**config.mk**
```make
export PLATFORM = sky130hd
export DESIGN_NAME = bc_mem_arbiter_flat
export DESIGN_NICKNAME = d
export VERILOG_FILES = /design/src/rtl/bc_mem_arbiter_pkg.sv /design/src/rtl/bc_mem_arbiter_if.sv /design/src/rtl/bc_mem_arbiter_rsp_tracker.sv /design/src/rtl/bc_mem_arbiter.sv /design/src/flat_wrapper.sv
export SDC_FILE = /design/constraint.sdc
export NUM_CORES = 1
export LEC_CHECK = 0
export CAP_MARGIN = 25
export CORE_AREA = 2 2 118 120
export DETAILED_ROUTE_END_ITERATION = 16
export DIE_AREA = 0 0 120 122
export SYNTH_ARGS = -nofsm -noshare
export SYNTH_HDL_FRONTEND = slang
export SYNTH_HIERARCHICAL = 1
export SYNTH_SLANG_ARGS = --single-unit
```
**constraint.sdc**
```tcl
create_clock -name i_clk -period 3.2 [get_ports i_clk]
set_input_delay 0.32 -clock i_clk [delete_from_list [all_inputs] [get_ports i_clk]]
set_output_delay 0.32 -clock i_clk [all_outputs]
set_load 0.05 [all_outputs]
```
**src/rtl/bc_mem_arbiter_pkg.sv**
```systemverilog
// Shared types for the memory arbiter: the requester owner tag and the in-flight read entry.
// Also holds the helper that drops fetch entries on a pipeline flush.
package bc_pkg;

  typedef enum logic {
    OWN_IF = 1'b0,
    OWN_LS = 1'b1
  } owner_e;

  typedef struct packed {
    logic   valid;
    owner_e owner;
  } owner_entry_t;

  // A flush drops fetch responses only; load/store entries survive it.
  function automatic owner_entry_t flush_entry(owner_entry_t e, logic flush);
    owner_entry_t r;
    r = e;
    if (flush && (e.owner == OWN_IF)) begin
      r.valid = 1'b0;
    end else begin
      r.valid = e.valid;
    end
    return r;
  endfunction

endpackage

```
**src/rtl/bc_mem_arbiter_if.sv**
```systemverilog
// Requester and memory-port signal bundle for bc_mem_arbiter.
// The arbiter takes the slave view; requesters and the memory take the master view.
interface bc_mem_arbiter_if #(
  parameter int ADDR_WIDTH = 32,
  parameter int DATA_WIDTH = 32
) ();
  logic                  i_if_req;
  logic [ADDR_WIDTH-1:0] i_if_addr;
  logic                  o_if_gnt;
  logic                  i_if_flush;
  logic                  o_if_rvalid;
  logic [DATA_WIDTH-1:0] o_if_rdata;
  logic                  i_ls_req;
  logic                  i_ls_we;
  logic [ADDR_WIDTH-1:0] i_ls_addr;
  logic [DATA_WIDTH-1:0] i_ls_wdata;
  logic                  o_ls_gnt;
  logic                  o_ls_rvalid;
  logic [DATA_WIDTH-1:0] o_ls_rdata;
  logic                  o_m_ren;
  logic [ADDR_WIDTH-1:0] o_m_raddr;
  logic                  o_m_wen;
  logic                  o_m_wdata_valid;
  logic [ADDR_WIDTH-1:0] o_m_waddr;
  logic [DATA_WIDTH-1:0] o_m_wdata;
  logic                  i_m_rdata_valid;
  logic [DATA_WIDTH-1:0] i_m_rdata;

  modport slave (
    input  i_if_req, i_if_addr, i_if_flush,
    input  i_ls_req, i_ls_we, i_ls_addr, i_ls_wdata,
    input  i_m_rdata_valid, i_m_rdata,
    output o_if_gnt, o_if_rvalid, o_if_rdata,
    output o_ls_gnt, o_ls_rvalid, o_ls_rdata,
    output o_m_ren, o_m_raddr, o_m_wen, o_m_wdata_valid, o_m_waddr, o_m_wdata
  );

  modport master (
    output i_if_req, i_if_addr, i_if_flush,
    output i_ls_req, i_ls_we, i_ls_addr, i_ls_wdata,
    output i_m_rdata_valid, i_m_rdata,
    input  o_if_gnt, o_if_rvalid, o_if_rdata,
    input  o_ls_gnt, o_ls_rvalid, o_ls_rdata,
    input  o_m_ren, o_m_raddr, o_m_wen, o_m_wdata_valid, o_m_waddr, o_m_wdata
  );
endinterface

```
**src/rtl/bc_mem_arbiter_rsp_tracker.sv**
```systemverilog
// RD_LAT-deep shift register remembering who issued each in-flight read.
// The head entry lines up with the memory response; fetch entries vanish on flush.
module bc_rsp_tracker
  import bc_pkg::*;
#(
  parameter int RD_LAT = 1
) (
  input  logic         i_clk,
  input  logic         i_rst,
  input  owner_entry_t i_push,
  input  logic         i_flush,
  output owner_entry_t o_head
);

  owner_entry_t [RD_LAT-1:0] pipe_q;
  owner_entry_t [RD_LAT-1:0] pipe_d;

  // Next stage contents: shift by one, scrubbing fetch entries when flushing.
  always_comb begin
    pipe_d    = '0;
    pipe_d[0] = flush_entry(i_push, i_flush);
    for (int i = 1; i < RD_LAT; i++) begin
      pipe_d[i] = flush_entry(pipe_q[i-1], i_flush);
    end
  end

  // Pipeline state register.
  always_ff @(posedge i_clk) begin
    if (i_rst) begin
      pipe_q <= '0;
    end else begin
      pipe_q <= pipe_d;
    end
  end

  assign o_head = flush_entry(pipe_q[RD_LAT-1], i_flush);

endmodule

```
**src/rtl/bc_mem_arbiter.sv**
```systemverilog
// Single-port memory arbiter between instruction fetch (read-only) and the LSU.
// LSU has priority; a fetch that has lost MAX_WAIT cycles in a row wins the next one.
module bc_mem_arbiter
  import bc_pkg::*;
#(
  parameter int ADDR_WIDTH = 32,
  parameter int DATA_WIDTH = 32,
  parameter int RD_LAT     = 1,
  parameter int MAX_WAIT   = 4
) (
  input  logic              i_clk,
  input  logic              i_rst,
  bc_mem_arbiter_if.slave   bus
);

  localparam int WCW = $clog2(MAX_WAIT + 1);

  logic [WCW-1:0] wait_cnt_q;
  logic [WCW-1:0] wait_cnt_d;
  logic           wait_at_max;
  logic           if_gnt;
  logic           ls_gnt;
  logic           rd_issue;
  logic           rsp_ok;
  owner_entry_t   push_entry;
  owner_entry_t   head_entry;

  assign wait_at_max = (wait_cnt_q == WCW'(MAX_WAIT));

  // Grant decision; everything is held off while reset is asserted.
  always_comb begin
    if_gnt = 1'b0;
    ls_gnt = 1'b0;
    if (!i_rst) begin
      if_gnt = bus.i_if_req && (!bus.i_ls_req || wait_at_max);
      ls_gnt = bus.i_ls_req && !if_gnt;
    end else begin
      if_gnt = 1'b0;
      ls_gnt = 1'b0;
    end
  end

  // Starvation counter: counts consecutive cycles a pending fetch is passed over.
  always_comb begin
    wait_cnt_d = wait_cnt_q;
    if (bus.i_if_req && !if_gnt) begin
      if (wait_at_max) begin
        wait_cnt_d = wait_cnt_q;
      end else begin
        wait_cnt_d = wait_cnt_q + WCW'(1);
      end
    end else begin
      wait_cnt_d = {WCW{1'b0}};
    end
  end

  // Wait counter register.
  always_ff @(posedge i_clk) begin
    if (i_rst) begin
      wait_cnt_q <= {WCW{1'b0}};
    end else begin
      wait_cnt_q <= wait_cnt_d;
    end
  end

  assign rd_issue         = if_gnt || (ls_gnt && !bus.i_ls_we);
  assign push_entry.valid = rd_issue;
  assign push_entry.owner = if_gnt ? OWN_IF : OWN_LS;

  bc_rsp_tracker #(
    .RD_LAT (RD_LAT)
  ) u_rsp_tracker (
    .i_clk   (i_clk),
    .i_rst   (i_rst),
    .i_push  (push_entry),
    .i_flush (bus.i_if_flush),
    .o_head  (head_entry)
  );

  assign rsp_ok = !i_rst && bus.i_m_rdata_valid && head_entry.valid;

  // Memory port muxing and response steering.
  always_comb begin
    bus.o_if_gnt        = if_gnt;
    bus.o_ls_gnt        = ls_gnt;
    bus.o_m_ren         = rd_issue;
    bus.o_m_raddr       = {ADDR_WIDTH{1'b0}};
    bus.o_m_wen         = ls_gnt && bus.i_ls_we;
    bus.o_m_wdata_valid = ls_gnt && bus.i_ls_we;
    bus.o_m_waddr       = {ADDR_WIDTH{1'b0}};
    bus.o_m_wdata       = {DATA_WIDTH{1'b0}};
    if (if_gnt) begin
      bus.o_m_raddr = bus.i_if_addr;
    end else if (ls_gnt) begin
      bus.o_m_raddr = bus.i_ls_addr;
    end else begin
      bus.o_m_raddr = {ADDR_WIDTH{1'b0}};
    end
    if (ls_gnt && bus.i_ls_we) begin
      bus.o_m_waddr = bus.i_ls_addr;
      bus.o_m_wdata = bus.i_ls_wdata;
    end else begin
      bus.o_m_waddr = {ADDR_WIDTH{1'b0}};
      bus.o_m_wdata = {DATA_WIDTH{1'b0}};
    end
    bus.o_if_rvalid = rsp_ok && (head_entry.owner == OWN_IF);
    bus.o_ls_rvalid = rsp_ok && (head_entry.owner == OWN_LS);
    bus.o_if_rdata  = bus.o_if_rvalid ? bus.i_m_rdata : {DATA_WIDTH{1'b0}};
    bus.o_ls_rdata  = bus.o_ls_rvalid ? bus.i_m_rdata : {DATA_WIDTH{1'b0}};
  end

endmodule
```
**src/flat_wrapper.sv**
```systemverilog
// flat-port wrapper written by rule: the top's interface ports become plain ports
module bc_mem_arbiter_flat import bc_pkg::*;
#(
  parameter int ADDR_WIDTH = 32,
  parameter int DATA_WIDTH = 32,
  parameter int RD_LAT     = 1,
  parameter int MAX_WAIT   = 4
)
  (i_clk, i_rst, bus_i_if_req, bus_i_if_addr, bus_i_if_flush, bus_i_ls_req, bus_i_ls_we, bus_i_ls_addr, bus_i_ls_wdata, bus_i_m_rdata_valid, bus_i_m_rdata, bus_o_if_gnt, bus_o_if_rvalid, bus_o_if_rdata, bus_o_ls_gnt, bus_o_ls_rvalid, bus_o_ls_rdata, bus_o_m_ren, bus_o_m_raddr, bus_o_m_wen, bus_o_m_wdata_valid, bus_o_m_waddr, bus_o_m_wdata);
  bc_mem_arbiter_if #(.ADDR_WIDTH(ADDR_WIDTH), .DATA_WIDTH(DATA_WIDTH)) bus_i ();
  input  logic i_clk;
  input  logic i_rst;
  input wire logic [$bits(bus_i.i_if_req)-1:0] bus_i_if_req;
  input wire logic [$bits(bus_i.i_if_addr)-1:0] bus_i_if_addr;
  input wire logic [$bits(bus_i.i_if_flush)-1:0] bus_i_if_flush;
  input wire logic [$bits(bus_i.i_ls_req)-1:0] bus_i_ls_req;
  input wire logic [$bits(bus_i.i_ls_we)-1:0] bus_i_ls_we;
  input wire logic [$bits(bus_i.i_ls_addr)-1:0] bus_i_ls_addr;
  input wire logic [$bits(bus_i.i_ls_wdata)-1:0] bus_i_ls_wdata;
  input wire logic [$bits(bus_i.i_m_rdata_valid)-1:0] bus_i_m_rdata_valid;
  input wire logic [$bits(bus_i.i_m_rdata)-1:0] bus_i_m_rdata;
  output wire logic [$bits(bus_i.o_if_gnt)-1:0] bus_o_if_gnt;
  output wire logic [$bits(bus_i.o_if_rvalid)-1:0] bus_o_if_rvalid;
  output wire logic [$bits(bus_i.o_if_rdata)-1:0] bus_o_if_rdata;
  output wire logic [$bits(bus_i.o_ls_gnt)-1:0] bus_o_ls_gnt;
  output wire logic [$bits(bus_i.o_ls_rvalid)-1:0] bus_o_ls_rvalid;
  output wire logic [$bits(bus_i.o_ls_rdata)-1:0] bus_o_ls_rdata;
  output wire logic [$bits(bus_i.o_m_ren)-1:0] bus_o_m_ren;
  output wire logic [$bits(bus_i.o_m_raddr)-1:0] bus_o_m_raddr;
  output wire logic [$bits(bus_i.o_m_wen)-1:0] bus_o_m_wen;
  output wire logic [$bits(bus_i.o_m_wdata_valid)-1:0] bus_o_m_wdata_valid;
  output wire logic [$bits(bus_i.o_m_waddr)-1:0] bus_o_m_waddr;
  output wire logic [$bits(bus_i.o_m_wdata)-1:0] bus_o_m_wdata;
  assign bus_i.i_if_req = bus_i_if_req;
  assign bus_i.i_if_addr = bus_i_if_addr;
  assign bus_i.i_if_flush = bus_i_if_flush;
  assign bus_i.i_ls_req = bus_i_ls_req;
  assign bus_i.i_ls_we = bus_i_ls_we;
  assign bus_i.i_ls_addr = bus_i_ls_addr;
  assign bus_i.i_ls_wdata = bus_i_ls_wdata;
  assign bus_i.i_m_rdata_valid = bus_i_m_rdata_valid;
  assign bus_i.i_m_rdata = bus_i_m_rdata;
  assign bus_o_if_gnt = bus_i.o_if_gnt;
  assign bus_o_if_rvalid = bus_i.o_if_rvalid;
  assign bus_o_if_rdata = bus_i.o_if_rdata;
  assign bus_o_ls_gnt = bus_i.o_ls_gnt;
  assign bus_o_ls_rvalid = bus_i.o_ls_rvalid;
  assign bus_o_ls_rdata = bus_i.o_ls_rdata;
  assign bus_o_m_ren = bus_i.o_m_ren;
  assign bus_o_m_raddr = bus_i.o_m_raddr;
  assign bus_o_m_wen = bus_i.o_m_wen;
  assign bus_o_m_wdata_valid = bus_i.o_m_wdata_valid;
  assign bus_o_m_waddr = bus_i.o_m_waddr;
  assign bus_o_m_wdata = bus_i.o_m_wdata;
  bc_mem_arbiter #(.ADDR_WIDTH(ADDR_WIDTH), .DATA_WIDTH(DATA_WIDTH), .RD_LAT(RD_LAT), .MAX_WAIT(MAX_WAIT)) u_core (.i_clk(i_clk), .i_rst(i_rst), .bus(bus_i));
endmodule
```
==> impl_metrics.sql <==
INSERT INTO impl_metrics (metric_group, metric, value, unit) VALUES
('timing', 'worst_pin_slew', '852', 'ps'),
('floorplan', 'ioPinCount', '302', ''),
('clock_tree', 'cts_resized', '0', ''),
('clock_tree', 'cts.repair_timing.setup_buffer_count', '0', ''),
('place', 'gp_routability_congestion', '0.872', ''),
('timing', 'period_needed', '2870', 'ps'),
('floorplan', 'rows', '43', ''),
('grt', 'grt_overflow_total', '0', ''),
('synth', 'post_synth_inst_count', '371', ''),
('synth', 'postSynthNetCount', '508', ''),
('layout', 'num-fill-cells', '1341', ''),
('timing', 'timing.fmax', '0.349', 'GHz'),
('timing', 'final_clock_period_utilization_by_the_worst_path', '89.5', '%'),
('clock_tree', 'clock_latency_on_the_worst_skew_pair', '220', 'ps'),
('layout', 'num-nets-final', '774', ''),
('grt', 'grt_pass1_wl', '19.3', 'mm'),
('timing', 'grt_setup_unrepaired', 'no', ''),
('synth', 'seq_area_frac_synth', '4.51', '%'),
('routing', 'drt_first_iter_violations', '127', ''),
('pwr', 'power_per_cell_area', '166', 'mW/mm^2'),
('grt', 'antenna_violations_before_repair', '0', ''),
('layout', 'insertedDiodeCount', '0', ''),
('place', 'io_buffers', '301', ''),
('worst_setup_path', 'setup.worst_path.class', 'in2out', ''),
('routing', 'dr_total_vias', '3728', ''),
('synth', 'synthDominantAreaCellType', 'sky130_fd_sc_hd__nand3b_1', ''),
('routing', 'via_per_inst', '4.57', ''),
('layout', 'multi_input_comb_area', '0.00185', 'sq mm'),
('worst_setup_path', 'r2r_setup_slack', '1200', 'ps'),
('floorplan', 'initial_standard_cell_utilization_of_the_core', '16.4', '%'),
('layout', 'fraction_of_final_layout_cells_with_drive_strength_greater_than_1', '25.3', '%'),
('timing', 'max_clock_skew', '0.639', 'ps'),
('worst_setup_path', 'crit_path_start', 'bus_i_if_flush', ''),
('job', 'cap_violations', '0', ''),
('clock_tree', 'clock_root_buffer', 'sky130_fd_sc_hd__clkbuf_16', ''),
('routing', 'post_drt_wl_per_cell', '16.0', 'um'),
('layout', 'final_core_utilization', '41.8', '%'),
('floorplan', 'core_area', '0.0135', 'sq mm'),
('clock_tree', 'clk_pin_slew', '30', 'ps'),
('pwr', 'vdd_ir_drop_max', '140', 'uV'),
('synth', 'synth_area', '0.00222', 'sq mm'),
('routing', 'route.detailed.drc', '0', ''),
('grt', 'grt_util_all_layers', '16.4', '%'),
('clock_tree', 'clock_tree_from_tritoncts', 'built', ''),
('layout', 'synthToLayoutAreaGrowth', '154', '%'),
('floorplan', 'die_x', '120', 'um'),
('clock_tree', 'cts.hold.buffers_added', '0', ''),
('synth', 'yosys.cell_types.count', '29', ''),
('worst_setup_path', 'worstSetupEndpointType', 'output port', ''),
('clock_tree', 'number_of_sinks_handled_by_clock_tree_synthesis', '5', ''),
('clock_tree', 'htree_levels', '1', ''),
('pwr', 'leakagePower', '0.00226', 'uW'),
('worst_setup_path', 'crit_path_arrival_time', '2550', 'ps'),
('timing', 'max_slew_margin', '43.1', '%'),
('run_status', 'run_status', 'completed', ''),
('routing', 'drt-pass1-iter-count', '4', ''),
('worst_setup_path', 'timing.rr.start', 'u_core/wait_cnt_q[0]', ''),
('routing', 'postRouteWirelength', '13.0', 'mm'),
('timing', 'hold_viol', '0', ''),
('place', 'dp_hpwl', '10.2', 'mm'),
('synth', 'ys_seq_elements', '5', ''),
('synth', 'yosys.area.top_type_share', '22.0', '%'),
('timing', 'finalSetupViolCount', '0', ''),
('worst_setup_path', 'terminus_of_the_critical_flop_to_flop_path', 'u_core/u_rsp_tracker/pipe_q[1]', ''),
('timing', 'tns', '0', 'ps'),
('worst_setup_path', 'r2r.worst_path.cells', '6', ''),
('routing', 'antenna_violating_nets_post_route', '0', ''),
('worst_setup_path', 'worstPathMaxFanout', '33', ''),
('timing', 'final_number_of_max_transition_violations', '0', ''),
('hold_path', 'worst_hold_path_type', 'in2reg', ''),
('layout', 'seq_area', '100', 'sq um'),
('grt', 'grt_max_degree', '64', ''),
('worst_setup_path', 'destination_of_the_critical_timing_path', 'bus_o_if_rdata[14]', ''),
('floorplan', 'die-area', '0.0146', 'sq mm'),
('synth', 'yosysWarnings', '6', ''),
('synth', 'synthesis.area_per_instance', '5.98', 'sq um'),
('worst_setup_path', 'critical_path_required', '2880', 'ps'),
('floorplan', 'fp.dieH', '122', 'um'),
('synth', 'synth_area_leaders', 'sky130_fd_sc_hd__nand3b_1, sky130_fd_sc_hd__and2_1, sky130_fd_sc_hd__nor3_1', ''),
('clock_tree', 'cts_buffers', '3', ''),
('worst_setup_path', 'worstSetupStartpointType', 'input port', ''),
('grt', 'first_global_vias', '3491', ''),
('clock_tree', 'ctsLongestPathBuffers', '2', '');
-- worst min-delay path by stage --
stage | to | cells after the start | slack (ps) | startpoint
final | u_core/u_rsp_tracker/o_head[0] | 2 | 420 | i_rst
after detailed placement | u_core/wait_cnt_q[0] | 1 | 450 | u_core/wait_cnt_q[0]
after CTS | u_core/u_rsp_tracker/o_head[0] | 2 | 430 | i_rst
after floorplan | u_core/u_rsp_tracker/pipe_q[1] | 1 | 390 | i_rst
after global placement | u_core/wait_cnt_q[0] | 1 | 430 | u_core/wait_cnt_q[0]
after global routing | u_core/u_rsp_tracker/pipe_q[1] | 2 | 450 | i_rst
-- area by class of cell --
cell class | count | share of cell area [%]
timing repair buffer | 312 | 59.7
sequential | 5 | 1.77
inverter | 4 | 0.266
tap | 180 | 3.99
multi-input combinational | 311 | 32.9
clock buffer | 4 | 1.40
-- where the power goes --
| part | switching, uW | total, uW | internal (uW) |
|---|---|---|---|
| Clock | 39.7 | 205 | 165 |
| Combinational | 357 | 668 | 311 |
| Sequential | 1.18 | 66.1 | 64.9 |
| Total | 398 | 939 | 540 |
-- kinds of logic after synthesis --
group | count (synthesis) | share of synthesized area [%]
AO/OA/AOI/OAI | 38 | 11.5
buffers and inverters | 55 | 12.4
AND/OR/NAND/NOR | 271 | 70.5
adder cells (fa/ha/maj) | 2 | 1.13
flip-flops | 5 | 4.51
-- placed cells by master (no fill, tap or decap), types with 3 or more instances in the layout --
cell type	synthesis	routed
sky130_fd_sc_hd__clkdlybuf4s50_1	0	163
sky130_fd_sc_hd__buf_4	2	97
sky130_fd_sc_hd__nand3b_1	65	65
sky130_fd_sc_hd__nand2_1	64	64
sky130_fd_sc_hd__nor3_1	64	64
sky130_fd_sc_hd__and2_1	64	64
sky130_fd_sc_hd__buf_12	0	50
sky130_fd_sc_hd__o22ai_1	32	32
sky130_fd_sc_hd__dfxtp_1	5	5
sky130_fd_sc_hd__inv_1	4	4
sky130_fd_sc_hd__clkbuf_16	0	3
-- flip-flops by register name, summed over array words and instances (netlist names) --
| signal | cells |
|---|---|
| u_core/u_rsp_tracker/pipe_q | 1 |
| u_core/wait_cnt_q | 3 |
| u_core/u_rsp_tracker/o_head | 1 |
-- synthesized netlist by cell type, drive strengths merged --
cell type and instances:
nor3b 2, a21boi 2, dfxtp 5, inv 4, nor3 64, nand2b 3
nor2b 2, or2 1, ha 2, clkbuf 23, buf 28, and2 64
and3 1, o22ai 32, and4bb 1, o32ai 1, nor2 2, a21oi 1
a211oi 2, nand2 64, or3b 1, and4b 1, nand3b 65
-- per-layer routing --
layer / vias up / track usage, % / wire (um)
met5: - / 0 / 0
met4: 0 / 4.78 / 283
met3: 18 / 4.17 / 1220
met2: 199 / 31.2 / 6710
met1: 1699 / 17.9 / 4810
li1: 1812 / - / -
-- critical path: stages --
cell                              delay, ps
sky130_fd_sc_hd__clkdlybuf4s50_1        430
sky130_fd_sc_hd__a21boi_0               210
sky130_fd_sc_hd__and4bb_2               570
sky130_fd_sc_hd__and2_1                 200
sky130_fd_sc_hd__clkdlybuf4s50_1        800
-- stage by stage --
step	instance area (sq um)	hold WS (ps)	worst slack (ps)	total power, uW	cells
detailed placement	5570	448	322	737	812
CTS	5640	429	317	948	816
finish	5640	420	335	939	816
global route	5640	448	191	984	816
global placement	5570	432	418	734	812
floorplan	2220	390	231	390	371
Note: power is estimated with default switching activity, not from simulation.
